## src/rtl/unified_mem_arbiter.sv

```systemverilog
// Shares one single-ported 32-bit RAM between instruction fetch and the load/store unit.
// One access in flight; data has priority with a bounded starvation window for fetch.
module unified_mem_arbiter #(
   parameter int MEM_LAT      = 1,
   parameter int STARVE_LIMIT = 4
) (
   input  logic        clk,
   input  logic        rst,
   input  logic        if_req,
   input  logic [31:0] if_addr,
   output logic        if_gnt,
   output logic        if_rvalid,
   output logic [31:0] if_rdata,
   input  logic        d_req,
   input  logic        d_we,
   input  logic [1:0]  d_size,
   input  logic [31:0] d_addr,
   input  logic [31:0] d_wdata,
   output logic        d_gnt,
   output logic        d_rvalid,
   output logic [31:0] d_rdata,
   output logic        d_err,
   output logic        m_en,
   output logic        m_we,
   output logic [3:0]  m_be,
   output logic [31:0] m_addr,
   output logic [31:0] m_wdata,
   input  logic [31:0] m_rdata,
   output logic        busy
);

   localparam int CNT_W = $clog2(MEM_LAT + 1);
   localparam int STV_W = $clog2(STARVE_LIMIT + 1);

   typedef enum logic {IDLE, WAIT} state_t;

   state_t            state, state_nxt;
   logic [CNT_W-1:0]  cnt;
   logic [STV_W-1:0]  starve;
   logic              own_d, own_we, own_err;
   logic              if_rvalid_q, d_rvalid_q, d_err_q;
   logic [31:0]       if_rdata_q, d_rdata_q;
   logic              d_bad, fetch_wins, last_cycle;
   logic [3:0]        d_be;
   logic [31:0]       d_wrep;

   assign d_bad = (d_size == 2'b11)
                | ((d_size == 2'b01) && d_addr[0])
                | ((d_size == 2'b10) && (d_addr[1:0] != 2'b00));

   assign fetch_wins = if_req && (!d_req || (starve == STV_W'(STARVE_LIMIT)));
   assign last_cycle = (state == WAIT) && (cnt == CNT_W'(1));

   always_comb begin
      d_be   = 4'h0;
      d_wrep = 32'h0;
      case (d_size)
         2'b00: begin
            d_be   = 4'b0001 << d_addr[1:0];
            d_wrep = {4{d_wdata[7:0]}};
         end
         2'b01: begin
            d_be   = 4'b0011 << {d_addr[1], 1'b0};
            d_wrep = {2{d_wdata[15:0]}};
         end
         2'b10: begin
            d_be   = 4'hF;
            d_wrep = d_wdata;
         end
         default: ;
      endcase
   end

   always_ff @(posedge clk) begin
      if (rst) state <= IDLE;
      else     state <= state_nxt;
   end

   // NOTE: every output of this block gets a default first, so no path can infer a latch.
   always_comb begin
      state_nxt = state;
      if_gnt    = 1'b0;
      d_gnt     = 1'b0;
      m_en      = 1'b0;
      m_we      = 1'b0;
      m_be      = 4'h0;
      m_addr    = 32'h0;
      m_wdata   = 32'h0;
      case (state)
         IDLE: begin
            if (!rst && (if_req || d_req)) begin
               state_nxt = WAIT;
               if (fetch_wins) begin
                  if_gnt = 1'b1;
                  m_en   = 1'b1;
                  m_be   = 4'hF;
                  m_addr = {if_addr[31:2], 2'b00};
               end else begin
                  // A bad access still burns the slot but never touches the RAM.
                  d_gnt   = 1'b1;
                  m_en    = !d_bad;
                  m_we    = d_we && !d_bad;
                  m_be    = d_be;
                  m_addr  = {d_addr[31:2], 2'b00};
                  m_wdata = d_wrep;
               end
            end
         end
         WAIT: begin
            if (cnt == CNT_W'(1)) state_nxt = IDLE;
         end
         default: state_nxt = IDLE;
      endcase
   end

   // NOTE: sequential state uses non-blocking assignments so every flop sees pre-edge values.
   always_ff @(posedge clk) begin
      if (rst) begin
         cnt         <= '0;
         starve      <= '0;
         own_d       <= 1'b0;
         own_we      <= 1'b0;
         own_err     <= 1'b0;
         if_rvalid_q <= 1'b0;
         d_rvalid_q  <= 1'b0;
         d_err_q     <= 1'b0;
         if_rdata_q  <= 32'h0;
         d_rdata_q   <= 32'h0;
      end else begin
         if_rvalid_q <= 1'b0;
         d_rvalid_q  <= 1'b0;

         if (if_gnt || d_gnt) begin
            cnt     <= CNT_W'(MEM_LAT);
            own_d   <= d_gnt;
            own_we  <= d_we;
            own_err <= d_bad;
         end else if (state == WAIT) begin
            cnt <= cnt - CNT_W'(1);
         end

         if (last_cycle) begin
            if (own_d) begin
               d_rvalid_q <= 1'b1;
               d_err_q    <= own_err;
               if (!own_we && !own_err) d_rdata_q <= m_rdata;
            end else begin
               if_rvalid_q <= 1'b1;
               if_rdata_q  <= m_rdata;
            end
         end

         if (!if_req || if_gnt)
            starve <= '0;
         else if (d_gnt && (starve != STV_W'(STARVE_LIMIT)))
            starve <= starve + STV_W'(1);
      end
   end

   // Reset forces every output low, including a response that would land this cycle.
   assign if_rvalid = if_rvalid_q && !rst;
   assign d_rvalid  = d_rvalid_q && !rst;
   assign if_rdata  = rst ? 32'h0 : if_rdata_q;
   assign d_rdata   = rst ? 32'h0 : d_rdata_q;
   assign d_err     = d_err_q && !rst;
   assign busy      = !rst && ((state != IDLE) || if_gnt || d_gnt);

endmodule
```

## config.mk

```make
export PLATFORM = sky130hd
export DESIGN_NAME = unified_mem_arbiter
export DESIGN_NICKNAME = d
export VERILOG_FILES = /design/src/rtl/unified_mem_arbiter.sv
export SDC_FILE = /design/constraint.sdc
export NUM_CORES = 1
export LEC_CHECK = 0
export CORE_ASPECT_RATIO = 1.1
export CORE_MARGIN = 1
export CORE_UTILIZATION = 30
export CTS_CLUSTER_SIZE = 16
export DETAILED_ROUTE_END_ITERATION = 10
export DONT_BUFFER_PORTS = 1
export SYNTH_ARGS = -nofsm -noshare
export SYNTH_HDL_FRONTEND = slang
export SYNTH_SLANG_ARGS = --single-unit
```

## constraint.sdc

```tcl
create_clock -name clk -period 2.3 [get_ports clk]
set_input_delay 0.23 -clock clk [delete_from_list [all_inputs] [get_ports clk]]
set_output_delay 0.23 -clock clk [all_outputs]
set_load 0.01 [all_outputs]
```

==> run summary, run 1 <==
Reg2Reg Setup Slack = 0.70 ns
Synth Instances = 490
1st-pass router iterations = 8
Pwr per Cell Area = 723 mW/mm^2
met2 GRT Util = 0.275
Final Max Slew Viols = 0
Simple-Gate Fraction of Synth Area = 0.278
worst vdd rail ir drop = 0.350 mV
switch share = 0.231
final wirelength = 12200 um
Slew HR = 0.548
initial DRC count = 173
I/O Buffers = 0
Avg WL per Cell = 19.4 um
global routing's busiest layer = met2
GR Overflow Total = 0
pin slew with the least headroom to its limit = 0.670 ns
Max Cap Viol = 0
FP Rows = 43
# fillers = 1319
GR Layer Usage met1 = 0.177
synthesized cell area = 0.00399 sq mm
violated checks = design-rule violations
asr flop ratio synth = 0
Critical Path Source Type = flip-flop
Crit. End Element = primary output
first-pass GRT wire length = 16900 um
Die Width = 112 um
Num CTS Buffers = 9
hold path endpoint = d_rdata_q[7]$_SDFFE_PP0P_
Synth Area in Compound Gates = 0.238
Comb power frac = 0.117
Vias = 3494
CTS tree = built
H-tree Lvls = 3
worst hold start = m_rdata[7]
Post-Synth XOR/XNOR Area = 0.00220
Avg Inst Size Synth = 8.14 sq um
reg2reg end = own_d$_SDFFE_PP0P_
Internal Pwr Total = 2.50 mW
max frequency = 0.451 GHz
CTS clk-pin slew, worst paths = 0.06 ns
Worst Path Arrival = 1.99 ns
hold slack = 0.0327 ns
kind of critical path = reg -> out
post-DP HPWL = 8650 um
Clk Latency, worst-skew pair = 0.33 ns
CP cell instances = inv_1 > ha_2 > nand2_1 > a21bo_4 > nor3_4 > buf_12 > clkbuf_16 > a22o_1
vias in the first global route = 3280
Synth cell types = 41
CTS sink count = 75
core box area = 0.0128 sq mm
top cells by area, synth = dfxtp_1 (38%), nor2b_1 (12%), a21oi_1 (8.0%), nand2_1 (7.9%), o22a_1 (7.0%)
R2R cell count = 8
fin nets = 606
worst clock skew = 0.00617 ns
RSZ-0062 raised after global routing = true
Worst path slowest cell = dfxtp_1
I/O Pins = 275
setup_tns = 0 ns
RePlAce Congestion = 1.00
met3 usage in global routing = 0.0559
non-filler cells, final = 631
synth warn = 0
Synth Area in Adders = 0.00628
share of post-route cells with drive strength above 1 = 0.114
reg2reg start = starve[0]$_SDFFE_PP0P_
status = finished with violations
flops & latches, synth = 75
Pleak = 1.67 nW
crit-path max cell delay = 0.31 ns
P&R area growth vs syn = 12.7%
Antenna diodes = 0
pre-CTS WS = 0.351 ns
clock root buffer master = clkbuf_16
Final period util = 0.963
Initial Util = 0.311
final setup fails = 0
initial antenna violation count = 0
Final ANT Viol Nets = 0
CTS max path bufs = 2
Worst Hold Depth = 2
worst min-delay path class = in -> reg
fin crit period = 2.22 ns
DRC = 15
vias per inst = 5.54
largest family of logic cells by synthesized area = simple AND/OR/NAND/NOR gates
CP max FO = 15
Flop pwr share = 0.425
largest net degree at the start of global routing = 74
Hold Vio Cnt, Final = 0
mux contribution to synthesized area = 0.0276
top_reg_cell synth = dfxtp_1
Final Core Density = 0.351
Post-synth EDFFs = 0
clock group share of total power = 0.458
Multi-input gate area = 0.00231 sq mm
Die ar. = 0.0138 sq mm
Req. time, crit path = 2.07 ns
share of the synthesized area in the top cell type = 0.377
sequential cell area fraction in the yosys report = 0.377
Sequential Area = 0.00150 sq mm
dpl cells = 612
Psw = 750 uW
All-Layer GR Usage = 0.163
die height = 123 um
Synth area leader = dfxtp_1
post-route setup slack = 0.0845 ns
## repair_timing
action | in CTS | in global routing
pin swaps | 0 | 1
resized for setup | 1 | 16
cloned | 0 | 1
setup buffers | 0 | 1
endpoints found under the setup margin | 4 | 38
hold endpoints to repair | 39 | 0
hold buffers | 1 | 0
## layout by cell type (no fill, tap or decap), drive strengths merged, types with 2 or more instances in the layout
master   n
nor2b   77
nand3    4
a22o    30
nor3     5
buf     11
nor2    20
o22a    32
bufinv   2
a211oi   3
or2      8
a21oi   64
and3     8
mux2i   11
conb     2
inv      4
clkbuf  13
dfxtp   75
clkinv   2
o21ai    5
ha       2
nand2   84
## per-layer routing
metal	part of all wire	vias to the layer above
met5	0	-
met4	0.040	0
met3	0.089	31
met2	0.48	197
met1	0.39	1620
li1	-	1646
## worst max-delay path, delay by kind of cell, from the launching register on
kind            cells  cell delay [ns]
simple gates        2             0.30
fa+ha+maj           1             0.20
buf+inv             3             0.39
compound gates      2             0.45
flops               1             0.31
## power groups by stage
stage	registers, mW	logic, mW	clock network (mW)
final	1.38	0.378	1.49
after global routing	1.39	0.411	1.59
after CTS	1.38	0.356	1.53
after detailed placement	1.41	0.340	0
after global placement	1.41	0.331	0
after floorplan	1.40	0.336	0
## how the worst max path moves through the flow
stage	startpoint	to	slack, ns	cells after the start
after detailed placement	starve[0]$_SDFFE_PP0P_	m_addr[26]	0.35	7
after global routing	starve[0]$_SDFFE_PP0P_	m_addr[15]	-0.03	8
after CTS	starve[0]$_SDFFE_PP0P_	m_addr[26]	0.05	7
final	starve[0]$_SDFFE_PP0P_	m_addr[15]	0.08	8
after global placement	starve[0]$_SDFFE_PP0P_	m_addr[26]	0.42	7
after floorplan	starve[0]$_SDFFE_PP0P_	m_addr[24]	0.61	7
## synthesized netlist by cell type, drive strengths merged, types with 5 or more instances
| library cell | number |
|---|---|
| nor3 | 5 |
| nand2 | 84 |
| or2 | 8 |
| buf | 34 |
| a21oi | 64 |
| a22o | 30 |
| nor2 | 20 |
| o22a | 32 |
| dfxtp | 75 |
| and3 | 8 |
| mux2i | 11 |
| clkbuf | 11 |
| nor2b | 77 |
| o21ai | 5 |
## through the flow
| stage | power (mW) | instance area [sq um] |
|---|---|---|
| after floorplan | 1.74 | 3990 |
| after global placement | 1.74 | 4000 |
| after detailed placement | 1.75 | 4000 |
| after CTS | 3.27 | 4340 |
| after global routing | 3.39 | 4490 |
| final | 3.25 | 4490 |
## cells by family after synthesis
kind of cell    count (synthesis)
buf+inv                        49
compound gates                139
mux                            11
fa+ha+maj                       2
flops                          75
xor+xnor                        1
simple gates                  212
other cells                     1
## flip-flops by register name, summed over array words and instances, names as in the netlist
signal and count:
d_rdata_q 32, d_err_q 1, cnt 1, starve 3, own_err 1, d_rvalid_q 1
own_we 1, state 1, own_d 1, if_rvalid_q 1, if_rdata_q 32
## cell type report
type	instances	share of cell area
multi-input combinational	367	0.514
sequential	75	0.334
clock buffer	12	0.0549
tap	157	0.0437
timing repair buffer	12	0.0323
clock inverter	4	0.0164
inverter	4	0.00390
Power figures use the tool's default switching activity.
==> inputs of run 2 (changes only) <==
--- a/config.mk
+++ b/config.mk
@@ -11,6 +11,7 @@
 export CTS_CLUSTER_SIZE = 16
 export DETAILED_ROUTE_END_ITERATION = 10
 export DONT_BUFFER_PORTS = 1
+export HOLD_SLACK_MARGIN = 0.06
 export SYNTH_ARGS = -nofsm -noshare
 export SYNTH_HDL_FRONTEND = slang
 export SYNTH_SLANG_ARGS = --single-unit
==> run summary, run 2 (synthesized netlist as in run 1, its figures left out) <==
clock group share of total power = 0.450 (-0.008)
DRC = 15 (unchanged)
violated checks = design-rule violations
switch share = 0.233 (+0.00235)
Flop pwr share = 0.418 (-0.007)
Req. time, crit path = 2.07 ns (about the same)
P&R area growth vs syn = 21.0%
setup_tns = 0 ns (unchanged)
CTS tree = built
CP Buf/Inv Count = 3 (unchanged)
commonest non-fill, non-tap cells in the layout = nand2_1 (84), nor2b_1 (77), dfxtp_1 (75)
RePlAce Congestion = 1.00 (unchanged)
Hold Vio Cnt, Final = 0 (unchanged)
Max Cap Viol = 0 (unchanged)
Reg2Reg Setup Slack = 0.63 ns (-0.07 ns)
Crit. End Element = primary output
fin nets = 639 (+5.4%)
Die ar. = 0.0138 sq mm (unchanged)
final wirelength = 12500 um (+2.5%)
initial DRC count = 202 (+17%)
CP cell instances = inv_1 > ha_2 > nand2_1 > a21bo_4 > nor3_4 > buf_12 > clkbuf_16 > a22o_1
status = finished with violations
worst min-delay path class = in -> reg
H-tree Lvls = 3 (unchanged)
reg2reg start = state$_SDFF_PP0_
clock root buffer master = clkbuf_16
RSZ-0062 raised after global routing = true
fin crit period = 2.22 ns (-0.000119 ns)
Worst Path Arrival = 1.99 ns (about the same)
Final Core Density = 0.377 (+0.0258)
Vias = 3623 (+3.7%)
Final ANT Viol Nets = 0 (unchanged)
initial antenna violation count = 0 (unchanged)
vias in the first global route = 3468 (+5.7%)
post-DP HPWL = 8650 um (unchanged)
max frequency = 0.451 GHz (about the same)
Die Width = 112 um (unchanged)
final setup fails = 0 (unchanged)
CP max FO = 15 (unchanged)
kind of critical path = reg -> out
Comb power frac = 0.132 (+0.015)
Clk Latency, worst-skew pair = 0.33 ns (about the same)
I/O Pins = 275 (unchanged)
1st-pass router iterations = 7 (-1)
vias per inst = 5.46 (-1.5%)
top cell family by delay on the critical path = compound AO/OA/AOI/OAI gates
first-pass GRT wire length = 17800 um (+4.9%)
R2R cell count = 5 (-3)
Psw = 771 uW (+2.9%)
Final Max Slew Viols = 0 (unchanged)
critical path depth = 8 (unchanged)
All-Layer GR Usage = 0.170 (+0.00674)
die height = 123 um (unchanged)
Pwr per Cell Area = 686 mW/mm^2 (-5.1%)
Placed Instance Area = 0.00400 sq mm (unchanged)
worst hold start = d_req
CTS clk-pin slew, worst paths = 0.06 ns (about the same)
Num CTS Buffers = 9 (unchanged)
pin slew with the least headroom to its limit = 0.672 ns (+0.00175 ns)
CP Capture Point = m_addr[15]
Worst path slowest cell = dfxtp_1
CTS sink count = 75 (unchanged)
commonest non-fill, non-tap cell in the layout = nand2_1
worst vdd rail ir drop = 0.351 mV (+0.31%)
# fillers = 1288 (-2.4%)
Critical Path Source Type = flip-flop
I/O Buffers = 0 (unchanged)
hold slack = 0.109 ns (+0.0766 ns)
core box area = 0.0128 sq mm (unchanged)
Initial Util = 0.311 (unchanged)
Antenna diodes = 0 (unchanged)
CTS max path bufs = 2 (unchanged)
post-layout instance area = 0.00482 sq mm (+7.4%)
Slew HR = 0.547 (-0.00118)
crit path from = starve[0]$_SDFFE_PP0P_
crit-path max cell delay = 0.31 ns (about the same)
worst clock skew = 0.00597 ns (-0.000205 ns)
largest net degree at the start of global routing = 74 (unchanged)
reg2reg end = own_we$_SDFFE_PP0P_
Internal Pwr Total = 2.54 mW (+1.5%)
Final period util = 0.963 (about the same)
FP Rows = 43 (unchanged)
share of post-route cells with drive strength above 1 = 0.107 (-0.00742)
Pleak = 1.81 nW (+8.4%)
Largest regs = d_rdata_q: 32 flops, if_rdata_q: 32 flops, starve: 3 flops
Avg WL per Cell = 18.9 um (-2.6%)
GR Overflow Total = 0 (unchanged)
[run 2: worst min-delay path by stage]
stage,end,slack [ns],cells after the start
5_1_grt,starve[0]$_SDFFE_PP0P_,0.12,2
6_report,starve[2]$_SDFFE_PP0P_,0.11,2
4_1_cts,starve[2]$_SDFFE_PP0P_,0.1,2
3_5_place_dp,own_we$_SDFFE_PP0P_,0.32,1
2_1_floorplan,d_rdata_q[0]$_SDFFE_PP0P_,0.37,2
3_3_place_gp,own_we$_SDFFE_PP0P_,0.32,1
[run 2: layout make-up]
class / instances / area (sq um) / share of cell area
clock inverter: 4 / 73.8 / 0.0153
tap: 157 / 196 / 0.0407
multi-input combinational: 367 / 2310 / 0.479
timing repair buffer: 45 / 475 / 0.0986
inverter: 4 / 17.5 / 0.00363
clock buffer: 12 / 246 / 0.0511
sequential: 75 / 1500 / 0.311
[run 2: metal layers]
metal | share of wire | routed length [um] | vias up | GRT usage
met5 | 0 | 0 | - | 0
met4 | 0.037 | 463 | 0 | 0.105
met3 | 0.081 | 1020 | 30 | 0.0574
met2 | 0.49 | 6130 | 184 | 0.288
met1 | 0.39 | 4920 | 1695 | 0.184
li1 | - | - | 1714 | -
[run 2: worst register-to-register path, cell delays in order (launching register included)]
cell and delay (ns):
dfxtp_1 0.34, nor2_4 0.18, o21ai_0 0.28, nand2_1 0.14
a21oi_1 0.07, dlygate4sd3_1 0.55
[run 2: power by group through the flow]
stage	clock, mW	combinational (mW)	sequential (mW)
after global placement	0	0.331	1.41
after floorplan	0	0.336	1.40
after detailed placement	0	0.340	1.41
after global routing	1.60	0.472	1.39
after CTS	1.53	0.411	1.38
final	1.49	0.435	1.38
[run 2: repair_timing]
action / CTS / global route
endpoints found under the hold margin: 71 / 0
gates resized for setup: 1 / 16
cloned: 0 / 1
endpoints found under the setup margin: 4 / 38
setup buffers: 0 / 1
pin swaps: 0 / 1
hold buffers: 34 / 0
[run 2: stage by stage]
| stage | power (mW) | cells | worst slack [ns] |
|---|---|---|---|
| global placement | 1.74 | 612 | 0.419 |
| detailed placement | 1.75 | 612 | 0.351 |
| floorplan | 1.74 | 491 | 0.612 |
| CTS | 3.32 | 662 | 0.0482 |
| global route | 3.46 | 664 | -0.0339 |
| finish | 3.31 | 664 | 0.0847 |
==> inputs of run 3 (changes only) <==
--- a/config.mk
+++ b/config.mk
@@ -12,6 +12,7 @@
 export DETAILED_ROUTE_END_ITERATION = 10
 export DONT_BUFFER_PORTS = 1
 export HOLD_SLACK_MARGIN = 0.06
+export RECOVER_POWER = 25
 export SYNTH_ARGS = -nofsm -noshare
 export SYNTH_HDL_FRONTEND = slang
 export SYNTH_SLANG_ARGS = --single-unit
==> results of run 3 <==
Final layout, timing and power as in run 2 (identical DEF).
